==> src/rtl/uart_tx_scheduler.sv <==
// Round-robin packet scheduler feeding a byte-wide UART transmitter.
// Each packet is framed as header, payload bytes, then an XOR checksum (inverted on stall abort).
module uart_tx_scheduler #(
   parameter logic [3:0]  HEADER_MAGIC = 4'hA,
   parameter logic [15:0] STALL_LIMIT  = 16'd50000
) (
   input  logic        CLK,
   input  logic        RST,
   input  logic [3:0]  REQ_VALID,
   input  logic [3:0]  REQ_LAST,
   input  logic [31:0] REQ_DATA,
   output logic [3:0]  REQ_ACK,
   output logic [7:0]  TX_DATA,
   output logic        TX_DATA_READY,
   input  logic        TX_IDLE,
   output logic        BUSY,
   output logic [1:0]  GRANT
);

   typedef enum logic [1:0] {ARB, HDR, PAY, CSUM} state_t;

   state_t      r_state, w_state_nx;
   logic [1:0]  r_grant, w_grant_nx;
   logic        r_busy, w_busy_nx;
   logic [7:0]  r_tx_data, w_tx_data_nx;
   logic        r_tx_ready, w_tx_ready_nx;
   logic [3:0]  r_ack, w_ack_nx;
   logic [7:0]  r_csum, w_csum_nx;
   logic [15:0] r_stall, w_stall_nx;
   logic        r_last_pend, w_last_pend_nx;
   logic        r_abort, w_abort_nx;

   logic        w_can_issue;
   logic        w_req_vld;
   logic        w_req_last;
   logic [7:0]  w_req_byte;
   logic [7:0]  w_hdr;

   function automatic logic [1:0] rr_pick(input logic [3:0] v, input logic [1:0] last);
      logic [1:0] idx;
      logic       found;
      rr_pick = last;
      found   = 1'b0;
      for (int k = 1; k < 5; k++) begin
         idx = last + 2'(k);
         if (v[idx] && !found) begin
            rr_pick = idx;
            found   = 1'b1;
         end
      end
   endfunction

   // The strobe cycle doubles as holdoff, which also keeps a just-acked byte from being resent.
   assign w_can_issue = TX_IDLE && !r_tx_ready;
   assign w_req_vld   = REQ_VALID[r_grant];
   assign w_req_last  = REQ_LAST[r_grant];
   assign w_req_byte  = REQ_DATA[{r_grant, 3'b000} +: 8];
   assign w_hdr       = {HEADER_MAGIC, 2'b00, r_grant};

   always_comb begin
      w_state_nx     = r_state;
      w_grant_nx     = r_grant;
      w_busy_nx      = r_busy;
      w_tx_data_nx   = r_tx_data;
      w_tx_ready_nx  = 1'b0;
      w_ack_nx       = 4'b0000;
      w_csum_nx      = r_csum;
      w_stall_nx     = r_stall;
      w_last_pend_nx = r_last_pend;
      w_abort_nx     = r_abort;
      case (r_state)
         ARB: begin
            if (|REQ_VALID) begin
               w_grant_nx     = rr_pick(REQ_VALID, r_grant);
               w_busy_nx      = 1'b1;
               w_stall_nx     = 16'd0;
               w_last_pend_nx = 1'b0;
               w_abort_nx     = 1'b0;
               w_state_nx     = HDR;
            end
         end
         HDR: begin
            if (w_can_issue) begin
               w_tx_data_nx  = w_hdr;
               w_tx_ready_nx = 1'b1;
               w_csum_nx     = w_hdr;
               w_state_nx    = PAY;
            end
         end
         PAY: begin
            // Stay in PAY through the ack cycle so REQ_ACK never shows outside PAY.
            if (r_last_pend) begin
               w_state_nx = CSUM;
            end else if (w_req_vld && w_can_issue) begin
               w_tx_data_nx   = w_req_byte;
               w_tx_ready_nx  = 1'b1;
               w_ack_nx       = 4'b0001 << r_grant;
               w_csum_nx      = r_csum ^ w_req_byte;
               w_stall_nx     = 16'd0;
               w_last_pend_nx = w_req_last;
            end else if (r_stall >= STALL_LIMIT) begin
               w_abort_nx = 1'b1;
               w_state_nx = CSUM;
            end else if (!w_req_vld && (r_stall != 16'hFFFF)) begin
               w_stall_nx = r_stall + 16'd1;
            end
         end
         CSUM: begin
            if (w_can_issue) begin
               w_tx_data_nx   = r_abort ? ~r_csum : r_csum;
               w_tx_ready_nx  = 1'b1;
               w_busy_nx      = 1'b0;
               w_last_pend_nx = 1'b0;
               w_state_nx     = ARB;
            end
         end
         default: w_state_nx = ARB;
      endcase
   end

   always_ff @(posedge CLK) begin
      if (RST) begin
         r_state     <= ARB;
         r_grant     <= 2'd3;
         r_busy      <= 1'b0;
         r_tx_data   <= 8'h00;
         r_tx_ready  <= 1'b0;
         r_ack       <= 4'b0000;
         r_csum      <= 8'h00;
         r_stall     <= 16'd0;
         r_last_pend <= 1'b0;
         r_abort     <= 1'b0;
      end else begin
         r_state     <= w_state_nx;
         r_grant     <= w_grant_nx;
         r_busy      <= w_busy_nx;
         r_tx_data   <= w_tx_data_nx;
         r_tx_ready  <= w_tx_ready_nx;
         r_ack       <= w_ack_nx;
         r_csum      <= w_csum_nx;
         r_stall     <= w_stall_nx;
         r_last_pend <= w_last_pend_nx;
         r_abort     <= w_abort_nx;
      end
   end

   assign REQ_ACK       = r_ack;
   assign TX_DATA       = r_tx_data;
   assign TX_DATA_READY = r_tx_ready;
   assign BUSY          = r_busy;
   assign GRANT         = r_grant;

endmodule

==> config.mk <==
export PLATFORM = sky130hd
export DESIGN_NAME = uart_tx_scheduler
export DESIGN_NICKNAME = d
export VERILOG_FILES = /design/src/rtl/uart_tx_scheduler.sv
export SDC_FILE = /design/constraint.sdc
export NUM_CORES = 1
export LEC_CHECK = 0
export CAP_MARGIN = 20
export CORE_AREA = 3 3 87 89
export DETAILED_ROUTE_END_ITERATION = 12
export DIE_AREA = 0 0 90 92
export SLEW_MARGIN = 20
export SYNTH_ARGS = -nofsm -noshare
export SYNTH_HDL_FRONTEND = slang
export SYNTH_SLANG_ARGS = --single-unit
==> constraint.sdc <==
create_clock -name CLK -period 3.7 [get_ports CLK]
set_input_delay 0.555 -clock CLK [delete_from_list [all_inputs] [get_ports CLK]]
set_output_delay 0.555 -clock CLK [all_outputs]
set_load 0.02 [all_outputs]
==> impl_results.md <==
- Vias: 2653
- Sequential fraction of the synthesis area: 0.321
- First-pass GRT wire length: 12000 um
- Total power: 2.06 mW
- Clock H-tree levels: 2
- Number of port buffers: 58
- Unrepaired setup endpoints after global routing: false
- GRT Util Overall: 0.175
- Post-synthesis simple-gate area fraction: 0.228
- Tmin final: 2.75 ns
- Setup Buffers After CTS: 0
- Clk slew on worst S/H paths: 0.08 ns
- Library cells used by synthesis: 52
- CTS buffer count: 5
- Critical path fanouts, max: 13
- Slew @ Worst Pin: approximately 0.69 ns
- # Max-Cap Violations: 0
- CP Class: input pin to register
- Fmax: around 0.36 GHz
- Initial antenna violation count: 0
- Share of the synthesized area in the top cell type: 0.321
- Critical-path cell list: clkdlybuf4s50_1 > mux4_2 > clkinv_2 > nand4_1 > or4_1 > o21ai_0
- Yosys reg bits: 44
- Number of synthesized flops with an enable pin: 0
- Final setup skew: 0.00361 ns
- Slowest cell on the critical path: mux4_2
- Crit end category: register
- Die Area: 8280 um2
- Setup TNS: 0 ns
- Hold Slack: 0.489 ns
- Leakage: 1.31 nW
- Post-Synth XOR/XNOR Area: 0.0255
- CTS tree: done
- Setup violators final: 0
- VDD IR max: 227 uV
- Max Slew Vio Count: 0
- Max clock buf depth: 2
- Mean Syn Cell Area: 8.42 um2
- Post-Syn Instances: roughly 330
- Sink Count: 44
- Hold Violations, Final: 0
- Largest family of logic cells by synthesized area: compound AO/OA/AOI/OAI gates
- Routed Wire Length: 7150 um
- Via/cell ratio: 5.59
- CP peak stage delay: 0.68 ns
- Compound-cell area share of the yosys netlist: 0.232
- Period utilisation layout: 0.742
- Routed WL per cell: 15.0 um
- Total number of yosys warnings: 0
- Layout cells sized above 1: 0.0923
- Register area: just under 900 um2
- Layout fillers: 692
- Synthesized Nets: 376
- CP arrival: 2.97 ns
- Power Dens Cells: 589 nW/um2
- Die width: 90 um
- Starting Density: 0.402
- IO Count: 59
- Status: finished clean
- CP required: 3.92 ns
- Die height: 92 um
- Area Growth Syn to Fin: 27.1%
- Cell taking the most area after synthesis: dfxtp_1
- Initial DRC Count: 217
- Relative slew slack: 0.540
- Pin count of the biggest net entering global routing: 24
- CTS Root Cell: clkbuf_8
- Fraction of registers with async set/reset: 0
- ANT nets after route: 0
- Latest clock arrival within the worst-skew pair: 0.29 ns
- Final Wtd Congestion: 0.807
- CP Launch Type: input pin
- DR DRC count: 0
- Total congestion overflow: 0
- Synth Area in Adders: 0.0319
- Synthesized cell area: 2750 um2
- Mux contribution to synthesized area: 0.105
- Synth Flop Type: dfxtp_1
- Ant. Diodes: 0
- Hold buffer count at cts: 0
- First-pass DRT Iterations: 4
- Net count, final: ~430
- Multi-input logic area: 1710 um2
- PostCTS Resize Cnt: 0
- Hpwl dp: 5330 um
- Total core area: a little under 7000 um2
- Vias in the first global route: 2501
- Number of core rows: 30
- Largest cells by area after synthesis: dfxtp_1 (32%), mux4_2 (8.2%), o21ai_0 (4.4%), nand2_1 (4.1%), nor2_1 (4.1%)
- Hold Path Class: register to register
==> cells by family after synthesis <==
family | count (synthesis)
flops | 44
buf+inv | 33
mux | 16
simple gates | 127
xor+xnor | 8
fa+ha+maj | 7
compound gates | 91
==> state kept, by name, summed over array words and instances (netlist names) <==
register       count
BUSY               1
GRANT              2
REQ_ACK            4
TX_DATA            8
TX_DATA_READY      1
r_abort            1
r_csum             8
r_last_pend        1
r_stall           16
r_state            2
==> through the flow <==
stage / cells / setup WS [ns] / instance area, um2 / utilization
3_3_place_gp: 467 / 0.686 / 3400 / 0.497
4_1_cts: 475 / 0.961 / 3490 / 0.511
6_report: 475 / 0.954 / 3490 / 0.511
2_1_floorplan: 326 / 1.55 / 2750 / -
5_1_grt: 475 / 0.804 / 3490 / 0.511
3_5_place_dp: 467 / 0.651 / 3400 / 0.497
==> synth_stat cells (8+ instances only) <==
master,number
dfxtp_1,44
nand2_1,30
nor2_1,30
o21ai_0,24
a21oi_1,15
clkbuf_1,11
inv_1,11
mux4_2,10
nor3_1,10
nand2b_1,9
nand3_1,9
nor4_1,9
xor2_1,8
==> worst max-delay path: cells and delay by family <==
family	cells	cell delay (ns)
AND/OR/NAND/NOR	2	1.00
buffers and inverters	2	0.65
multiplexers	1	0.68
AO/OA/AOI/OAI	1	0.08
==> final cells by class <==
cell class,instances,share of cell area
clock buffer,6,0.0237
clock inverter,2,0.00287
inverter,12,0.0133
multi-input combinational,249,0.490
sequential,44,0.252
tap,96,0.0344
timing repair buffer,66,0.184
==> where the power goes <==
| group | internal (mW) | switching, mW | total, mW |
|---|---|---|---|
| Combinational | 0.483 | 0.628 | 1.11 |
| Clock | 0.149 | 0.163 | 0.312 |
| Sequential | 0.558 | 0.0747 | 0.632 |
| Total | 1.19 | 0.866 | 2.06 |
==> metal layers <==
| metal | share of wire | track usage |
|---|---|---|
| met1 | 0.46 | 0.232 |
| met5 | 0 | 0 |
| met4 | 0.012 | 0.0548 |
| met2 | 0.48 | 0.290 |
| met3 | 0.040 | 0.0312 |
==> cells in the final DEF, fill, tap and decap left out, types with 3 or more instances in the layout <==
| master | instances |
|---|---|
| nor4_1 | 9 |
| a211o_1 | 4 |
| a211oi_1 | 4 |
| clkbuf_8 | 6 |
| and3_1 | 5 |
| buf_4 | 8 |
| o22a_1 | 7 |
| a221o_1 | 3 |
| inv_1 | 11 |
| mux2i_1 | 4 |
| nand2_1 | 30 |
| a31oi_1 | 3 |
| a21oi_1 | 15 |
| clkdlybuf4s50_1 | 58 |
| nand3_1 | 9 |
| or3_1 | 7 |
| ha_1 | 7 |
| clkinv_2 | 3 |
| mux4_2 | 10 |
| xor2_1 | 8 |
| o21ai_0 | 24 |
| nor3b_1 | 3 |
| nand4_1 | 6 |
| nor2b_1 | 3 |
| nor3_1 | 10 |
| a22oi_1 | 7 |
| dfxtp_1 | 44 |
| nor2_1 | 30 |
| a311oi_1 | 4 |
| nand2b_1 | 9 |
==> worst paths after layout <==
kind                              startpoint     endpoint  slack [ns]  cells after the start
worst max-delay path            REQ_VALID[3]  r_stall[13]        0.95                      6
worst min register to register   r_last_pend  r_last_pend        0.49                      2
worst max register to register    r_state[0]  r_stall[13]        1.34                      6
worst min-delay path             r_last_pend  r_last_pend        0.49                      2
(Power assumes the default switching activity.)
